<file path="config.mk">
export PLATFORM = sky130hd
export DESIGN_NAME = lap_timer
export DESIGN_NICKNAME = d
export VERILOG_FILES = /design/src/rtl/lap_timer.sv
export SDC_FILE = /design/constraint.sdc
export NUM_CORES = 1
export LEC_CHECK = 0
export ABC_AREA = 1
export BUFFER_PORTS_ARGS = -buffer_cell sky130_fd_sc_hd__buf_2
export CAP_MARGIN = 10
export CORE_ASPECT_RATIO = 1.4
export CORE_UTILIZATION = 25
export DETAILED_ROUTE_END_ITERATION = 7
export PLACE_DENSITY = 0.44
export SYNTH_ARGS = -nofsm -noshare
export SYNTH_HDL_FRONTEND = slang
export SYNTH_SLANG_ARGS = --single-unit
</file>
<file path="constraint.sdc">
create_clock -name clk -period 2.1 [get_ports clk]
set_clock_uncertainty 0.05 [all_clocks]
set_input_delay 0.42 -clock clk [delete_from_list [all_inputs] [get_ports clk]]
set_output_delay 0.42 -clock clk [all_outputs]
set_load 0.01 [all_outputs]
</file>
<file path="src/rtl/lap_timer.sv">
// lap_timer: HH:MM:SS stopwatch / countdown with an internal 1 s prescaler,
// synchronous load and clear, lap capture and countdown-expiry flags.
module lap_timer #(
  parameter int TICK_DIV = 100000000,
  parameter int HR_MOD   = 24,
  parameter int HR_W     = 5
) (
  input  logic            clk,
  input  logic            clr_n,
  input  logic            run,
  input  logic            sclr,
  input  logic            dir,
  input  logic            load,
  input  logic [5:0]      ld_sec,
  input  logic [5:0]      ld_min,
  input  logic [HR_W-1:0] ld_hr,
  input  logic            lap,
  output logic [5:0]      sec,
  output logic [5:0]      min,
  output logic [HR_W-1:0] hr,
  output logic [5:0]      lap_sec,
  output logic [5:0]      lap_min,
  output logic [HR_W-1:0] lap_hr,
  output logic            lap_valid,
  output logic            sec_tick,
  output logic            expire,
  output logic            done
);

  localparam int            PRE_W   = (TICK_DIV > 1) ? $clog2(TICK_DIV) : 1;
  localparam logic [PRE_W-1:0] PRE_MAX = PRE_W'(TICK_DIV - 1);
  localparam logic [HR_W-1:0]  HR_MAX  = HR_W'(HR_MOD - 1);

  logic [PRE_W-1:0] r_pre;
  logic [5:0]       r_sec;
  logic [5:0]       r_min;
  logic [HR_W-1:0]  r_hr;
  logic [5:0]       r_lap_sec;
  logic [5:0]       r_lap_min;
  logic [HR_W-1:0]  r_lap_hr;
  logic             r_lap_valid;
  logic             r_sec_tick;
  logic             r_expire;
  logic             r_done;

  logic             w_tick;
  logic             w_accept;
  logic             w_is_zero;
  logic             w_zero_hit;
  logic [5:0]       w_sec_nxt;
  logic [5:0]       w_min_nxt;
  logic [HR_W-1:0]  w_hr_nxt;
  logic [5:0]       w_ld_sec;
  logic [5:0]       w_ld_min;
  logic [HR_W-1:0]  w_ld_hr;

  // A tick fires on the last prescaler count of a running cycle; it only
  // moves the counters when neither clear nor load takes the edge.
  assign w_tick    = run && (r_pre == PRE_MAX);
  assign w_accept  = w_tick && !sclr && !load;
  assign w_is_zero = (r_sec == 6'd0) && (r_min == 6'd0) && (r_hr == '0);

  // Out-of-range load values clamp to the largest legal field value.
  assign w_ld_sec = (ld_sec > 6'd59) ? 6'd59 : ld_sec;
  assign w_ld_min = (ld_min > 6'd59) ? 6'd59 : ld_min;
  assign w_ld_hr  = (ld_hr > HR_MAX) ? HR_MAX : ld_hr;

  // Next count value for one tick in the current direction.
  always_comb begin
    w_sec_nxt  = r_sec;
    w_min_nxt  = r_min;
    w_hr_nxt   = r_hr;
    w_zero_hit = 1'b0;
    if (!dir) begin
      if (r_sec == 6'd59) begin
        w_sec_nxt = 6'd0;
        if (r_min == 6'd59) begin
          w_min_nxt = 6'd0;
          w_hr_nxt  = (r_hr == HR_MAX) ? '0 : r_hr + 1'b1;
        end else begin
          w_min_nxt = r_min + 6'd1;
        end
      end else begin
        w_sec_nxt = r_sec + 6'd1;
      end
    end else if (!w_is_zero) begin
      // A non-zero count with hr==0 and min==0 can only borrow within seconds,
      // so reaching 00:00:00 is exactly the case sec==1.
      w_zero_hit = (r_hr == '0) && (r_min == 6'd0) && (r_sec == 6'd1);
      if (r_sec != 6'd0) begin
        w_sec_nxt = r_sec - 6'd1;
      end else begin
        w_sec_nxt = 6'd59;
        if (r_min != 6'd0) begin
          w_min_nxt = r_min - 6'd1;
        end else begin
          w_min_nxt = 6'd59;
          w_hr_nxt  = r_hr - 1'b1;
        end
      end
    end
  end

  // Prescaler: holds while paused, restarts on clear or load.
  always_ff @(posedge clk or negedge clr_n) begin
    if (!clr_n) begin
      r_pre <= '0;
    end else if (sclr || load) begin
      r_pre <= '0;
    end else if (run) begin
      r_pre <= (r_pre == PRE_MAX) ? '0 : r_pre + 1'b1;
    end
  end

  // Time counters: clear beats load beats tick.
  always_ff @(posedge clk or negedge clr_n) begin
    if (!clr_n) begin
      r_sec <= '0;
      r_min <= '0;
      r_hr  <= '0;
    end else if (sclr) begin
      r_sec <= '0;
      r_min <= '0;
      r_hr  <= '0;
    end else if (load) begin
      r_sec <= w_ld_sec;
      r_min <= w_ld_min;
      r_hr  <= w_ld_hr;
    end else if (w_tick) begin
      r_sec <= w_sec_nxt;
      r_min <= w_min_nxt;
      r_hr  <= w_hr_nxt;
    end
  end

  // Status flags: tick/expire pulses and the sticky countdown-done flag.
  always_ff @(posedge clk or negedge clr_n) begin
    if (!clr_n) begin
      r_sec_tick <= 1'b0;
      r_expire   <= 1'b0;
      r_done     <= 1'b0;
    end else begin
      r_sec_tick <= w_accept;
      r_expire   <= w_accept && w_zero_hit;
      if (sclr || load) begin
        r_done <= 1'b0;
      end else if (w_accept && w_zero_hit) begin
        r_done <= 1'b1;
      end
    end
  end

  // Lap capture samples the pre-edge time; a coincident lap keeps the
  // capture valid even when the same edge clears the counters.
  always_ff @(posedge clk or negedge clr_n) begin
    if (!clr_n) begin
      r_lap_sec   <= '0;
      r_lap_min   <= '0;
      r_lap_hr    <= '0;
      r_lap_valid <= 1'b0;
    end else begin
      if (lap) begin
        r_lap_sec   <= r_sec;
        r_lap_min   <= r_min;
        r_lap_hr    <= r_hr;
        r_lap_valid <= 1'b1;
      end else if (sclr) begin
        r_lap_valid <= 1'b0;
      end
    end
  end

  assign sec       = r_sec;
  assign min       = r_min;
  assign hr        = r_hr;
  assign lap_sec   = r_lap_sec;
  assign lap_min   = r_lap_min;
  assign lap_hr    = r_lap_hr;
  assign lap_valid = r_lap_valid;
  assign sec_tick  = r_sec_tick;
  assign expire    = r_expire;
  assign done      = r_done;

endmodule
</file>
==> results.toml, run 1 <==
[clocking]
numCtsBuffers = 9
clkLatencyLatePin_ps = 330
cts-hold-fix-buffers = 0
cts_buffer_depth = 2
cts_tree = "done"
cts_root_buffer = "clkbuf_16"
cts.clk_slew.worst_paths_ps = 60
htree_levels = 3
cts_sinks = 65

[synthesis]
synthTopCellsByArea = "dfrtp_1 39%, nand2_1 16%, nor2_1 6.7%"
syn_area_sq_um = 4200
ys.flop_type = "dfrtp_1"
synth.distinct_cells = 40
synth-async-reset-ratio = 1.00
ys_ff_latch = 65
synth-edff-count = 0
yosysWarnings = 0
yosysTopAreaCell = "dfrtp_1"
syn-instance-count = 591
ys_seq_area_frac = 0.387
avgSynthCellArea_sq_um = 7.11
synth_top_area_share = 0.387
syn_nets = 625

[sta]
rsz0062_at_grt = "no"
tns_ps = 0
tightestPinTransition_ps = 464
worst_hold_slack_ps = 62.0
drv_slew = 0
finalCritPeriodShare = 0.931
fmax_mhz = 511
relSlewSlack = 0.688
finalCriticalPeriod_ps = 1960
setup_viol = 0
hold_violations = 0

[grt]
overflow = 0
met3_usage = 0.0296
grt_usage = 0.165
busiest_layer = "met2"
grt_pass1_wl_microns = 22200
use_met1 = 0.172
antenna_found_initial = 0
grt_pass1_vias = 4316
grt_max_degree = 66
met2_usage = 0.311

[die]
initial_core_util = 0.258
pin_count = 62
die-area_sq_um = 17300
core_sq_um = 16300
die_w_microns = 112
num_rows = 55
die_h_microns = 155

[final_layout]
fill_cells = 1747
multi_input_area_sq_um = 2300
antenna_cells = 0
drive_above_1_share = 0.201
fin_nets = 712
register_area_sq_um = 1630
area_growth_pct = 25.3

[placement]
gp_congestion = 0.882
place_hpwl_microns = 10600
io_buffers = 61

[critical_path]
rrSetupSlack_ps = 140
crit_arrival_ps = 2120
start_kind = "flip-flop"
path_max_fanout = 6
cp.required_ps = 2260
path_class = "reg -> reg"
endpoint_kind = "flip-flop"

[routing]
via_per_inst = 4.77
wl_per_cell_microns = 15.4
drt-total-wl_microns = 13600
drc = 0
drtPass1Iterations = 4
drt_iter0_drc = 109
ant_nets = 0
via_count = 4209

[run_status]
outcome = "finished clean"

[pwr]
p_leak_nw = 2.47
power_density_nw_per_um2 = 783
peakVddDrop_uv = 400

[worst_hold_path]
min_path_type = "in -> async"

[job]
cap_violations = 0
==> flip-flops by register name, indices dropped and copies added, names as in the netlist <==
name and flops:
r_pre 27, lap_min 6, lap_sec 6, min 6, sec 6, hr 5
lap_hr 5, done 1, expire 1, lap_valid 1, sec_tick 1
==> synth_stat cells (2+ instances only) <==
library cell	instances
o22ai_1	4
xnor2_1	4
o21bai_1	2
nand2_1	175
nand3_4	2
nor2_4	4
clkbuf_1	8
o21ai_0	47
nand3_1	41
a21oi_1	15
nor2_1	75
inv_1	50
nand2_2	4
or2_2	3
ha_1	10
nand4_1	22
dfrtp_1	65
buf_6	2
o21ai_1	2
nor4_1	2
nand3b_1	2
buf_2	5
nor2_2	3
xor2_1	16
nor3_1	13
==> path summary, 6_finish.rpt <==
| check | cells past startpoint | end | from |
|---|---|---|---|
| max in group asynchronous | 2 | sec[0]$_DFFE_PN0P_ | clr_n |
| setup / recovery | 10 | min[3]$_DFFE_PN0P_ | r_pre[11]$_DFFE_PN0P_ |
| min in group clk | 3 | lap_min[4]$_DFFE_PN0P_ | lap |
| setup reg to reg | 10 | min[3]$_DFFE_PN0P_ | r_pre[11]$_DFFE_PN0P_ |
| hold / removal | 2 | r_pre[13]$_DFFE_PN0P_ | clr_n |
| hold reg to reg | 2 | lap_sec[4]$_DFFE_PN0P_ | lap_sec[4]$_DFFE_PN0P_ |
==> stage by stage <==
| stage | instances | util | total power [mW] | setup slack, ps | instance area, sq um |
|---|---|---|---|---|---|
| floorplan | 591 | - | 2.05 | 346 | 4200 |
| global route | 882 | 0.323 | 4.37 | 13.5 | 5260 |
| detailed placement | 865 | 0.302 | 2.51 | 177 | 4920 |
| global placement | 865 | 0.302 | 2.51 | 143 | 4920 |
| CTS | 881 | 0.321 | 4.17 | 165 | 5240 |
| finish | 882 | 0.323 | 4.12 | 145 | 5260 |
==> metal layers <==
layer | part of all wire | wire [microns] | vias to the layer above
met5 | 0 | 0 | -
met4 | 0.046 | 629 | 0
met1 | 0.39 | 5340 | 1981
met3 | 0.035 | 476 | 27
met2 | 0.53 | 7180 | 106
li1 | - | - | 2095
==> layout by cell type, fill, tap and decap left out, drive strengths merged <==
cell,Yosys,routed
a211oi,1,1
a21oi,16,16
a22o,1,1
a2bb2oi,1,1
a31oi,1,1
buf,8,92
bufinv,0,2
clkbuf,8,10
clkinv,1,3
clkinvlp,0,2
dfrtp,65,65
ha,10,10
inv,52,52
nand2,179,179
nand3,44,44
nand3b,2,2
nand4,22,22
nor2,83,83
nor3,14,14
nor3b,1,1
nor4,2,2
o211ai,1,1
o21ai,49,49
o21bai,2,2
o22ai,4,4
o31ai,1,1
or2,3,3
xnor2,4,4
xor2,16,16
==> kinds of logic after synthesis <==
kind of cell    share of synthesized area
buf+inv                            0.0682
compound gates                      0.101
fa+ha+maj                          0.0298
xor+xnor                           0.0417
flops                               0.387
simple gates                        0.372
==> worst max-delay path: stages (launching register included) <==
cell,delay [ps]
dfrtp_1,420
inv_1,90
nand2_1,70
nor2_2,150
nand2_1,70
nor2_1,190
nand2_2,140
a21oi_4,210
nand3b_1,240
nand2_1,140
nand2_1,70
==> power by group <==
part           internal [mW]  leakage [nW]  switching (mW)
Sequential              1.36         0.866           0.118
Clock                   1.04         0.149           0.593
Combinational          0.387          1.46           0.611
==> layout make-up <==
class | count | area share
clock buffers | 10 | 0.0435
repair buffers | 92 | 0.107
inverters | 53 | 0.0383
multi-input cells | 457 | 0.437
clock inverters | 6 | 0.0176
flip-flops and latches | 65 | 0.310
well taps | 199 | 0.0473
==> repair_timing <==
action,4_1_cts,5_1_grt
resized for setup,0,8
endpoints found under the setup margin,0,2
buffers inserted,0,1
Power figures use the tool's default switching activity.
==> run 2: changes to the inputs <==
--- a/config.mk
+++ b/config.mk
@@ -10,6 +10,7 @@
 export CAP_MARGIN = 10
 export CORE_ASPECT_RATIO = 1.4
 export CORE_UTILIZATION = 25
+export CTS_BUF_LIST = sky130_fd_sc_hd__clkbuf_8
 export DETAILED_ROUTE_END_ITERATION = 7
 export PLACE_DENSITY = 0.44
 export SYNTH_ARGS = -nofsm -noshare
==> constraint.sdc (replaced) <==
create_clock -name clk -period 2.1 [get_ports clk]
set_clock_uncertainty 0.05 [all_clocks]
set_input_delay 0.315 -clock clk [delete_from_list [all_inputs] [get_ports clk]]
set_output_delay 0.315 -clock clk [all_outputs]
set_load 0.01 [all_outputs]
==> run 2 against run 1 <==
  * Register-to-register slack hardly changed
  * Core utilization is 0.62 points lower
  * Total power fell by 4.0%
==> results.toml, run 2 (synthesis results as in run 1) <==
[worst_hold_path]
worstHoldPathCells = 3
min_path_type = "in -> reg"

[sta]
rsz0062_at_grt = "no"
hold_violations = 0
tightestPinTransition_ps = 481
worst_hold_slack_ps = 126
tns_ps = 0
finalCriticalPeriod_ps = 1950
relSlewSlack = 0.679
finalCritPeriodShare = 0.927
fmax_mhz = 513
setup_viol = 0
drv_slew = 0
fin_ws_ps = 152

[clocking]
cts.clk_slew.worst_paths_ps = 80
htree_levels = 3
numCtsBuffers = 9
cts_buffer_depth = 2
post_cts_buffers = 0
cts_tree = "done"
clkLatencyLatePin_ps = 370
cts_root_buffer = "clkbuf_8"
cts_sinks = 65

[die]
die-area_sq_um = 17300
pin_count = 62
num_rows = 55
initial_core_util = 0.258
core_sq_um = 16300
die_w_microns = 112
die_h_microns = 155

[grt]
grt_usage = 0.167
grt_max_degree = 49
antenna_found_initial = 0
overflow = 0
grt_pass1_vias = 4327
grt_pass1_wl_microns = 22300

[critical_path]
path_class = "reg -> reg"
crit_arrival_ps = 2160
cpMostUsedCell = "nand2_1"
crit_slowest_cell = "dfrtp_2"
cpPeakStageDelay_ps = 430
reg2reg_depth = 9
cp_cell_sequence = "ha_1, inv_1, nor2_1, nand3_1, nand4_1, nand2_1, nand3b_1, nand2_1, nand2_1"
cp.required_ps = 2310
start_kind = "flip-flop"
path_max_fanout = 7
endpoint_kind = "flip-flop"

[pwr]
sw_frac_of_total = 0.328
p_leak_nw = 2.44
comb_power_share = 0.252
seqPwrFrac = 0.375
p_sw_mw = 1.29
power_density_nw_per_um2 = 766
internal-power_mw = 2.66
p_clk_frac = 0.373
p_total_mw = 3.95
peakVddDrop_uv = 299

[placement]
dpl-instance-area_sq_um = 4880
place_hpwl_microns = 10600
gp_congestion = 0.870
post-place-ws_ps = 135
io_buffers = 61

[final_layout]
largest_reg_flops = 27
top_register = "r_pre"
fill_cells = 1775
fin_nets = 707
area_growth_pct = 22.9
drive_above_1_share = 0.186
final_cell_mix = "175 x nand2_1, 75 x nor2_1, 63 x dfrtp_1, 61 x buf_2, 50 x inv_1"
finalInstanceArea_sq_um = 5160
antenna_cells = 0
layout_commonest_cell = "nand2_1"

[routing]
drc = 0
drtPass1Iterations = 4
drt-total-wl_microns = 13700
via_count = 4239
via_per_inst = 4.83
drt_iter0_drc = 205
ant_nets = 0
wl_per_cell_microns = 15.6

[run_status]
outcome = "finished clean"

[job]
cap_violations = 0
-- run 2: routing by layer --
layer	part of all wire	global-route usage
met1	0.40	0.183
met2	0.52	0.300
met3	0.039	0.0362
met4	0.044	0.0920
met5	0	0
-- run 2: repair_timing --
item | in CTS | in global routing
hold buffers | 1 | 0
gates resized for setup | 0 | 2
endpoints found under the setup margin | 0 | 11
endpoints found under the hold margin | 17 | 0
-- run 2: stage by stage --
stage          std cells  utilization
3_5_place_dp         860        0.299
2_1_floorplan        591            -
6_report             877        0.316
3_3_place_gp         860        0.299
5_1_grt              877        0.316
4_1_cts              877        0.316
-- run 2: layout make-up --
type                       instances  area [sq um]  share of cell area
tap                              199           249              0.0482
timing repair buffer              87           528               0.102
multi-input combinational        457          2290               0.443
sequential                        65          1630               0.316
clock buffer                       9           124              0.0240
inverter                          53           201              0.0390
clock inverter                     7           143              0.0276
-- run 2: path summary, 6_finish.rpt --
check | slack [ps] | endpoint | startpoint
setup / recovery | 150 | min[2]$_DFFE_PN0P_ | sec[1]$_DFFE_PN0P_
hold / removal | 130 | lap_min[4]$_DFFE_PN0P_ | lap
setup reg to reg | 150 | min[2]$_DFFE_PN0P_ | sec[1]$_DFFE_PN0P_
hold reg to reg | 420 | lap_sec[4]$_DFFE_PN0P_ | lap_sec[4]$_DFFE_PN0P_
max in group asynchronous | 950 | sec[0]$_DFFE_PN0P_ | clr_n
min in group asynchronous | 390 | lap_hr[1]$_DFFE_PN0P_ | clr_n
-- run 2: power by group through the flow --
stage          logic, mW  registers [mW]  clock network (mW)
6_report           0.996            1.48                1.47
5_1_grt             1.11            1.50                1.56
4_1_cts             1.01            1.48                1.51
3_5_place_dp        1.01            1.50                   0
3_3_place_gp        1.00            1.50                   0
2_1_floorplan      0.511            1.53                   0
-- run 2: critical path: cells and delay by family, from the launching register on --
family	cells	cell delay (ps)
flops	1	430
simple gates	7	1080
fa+ha+maj	1	210
buf+inv	1	70
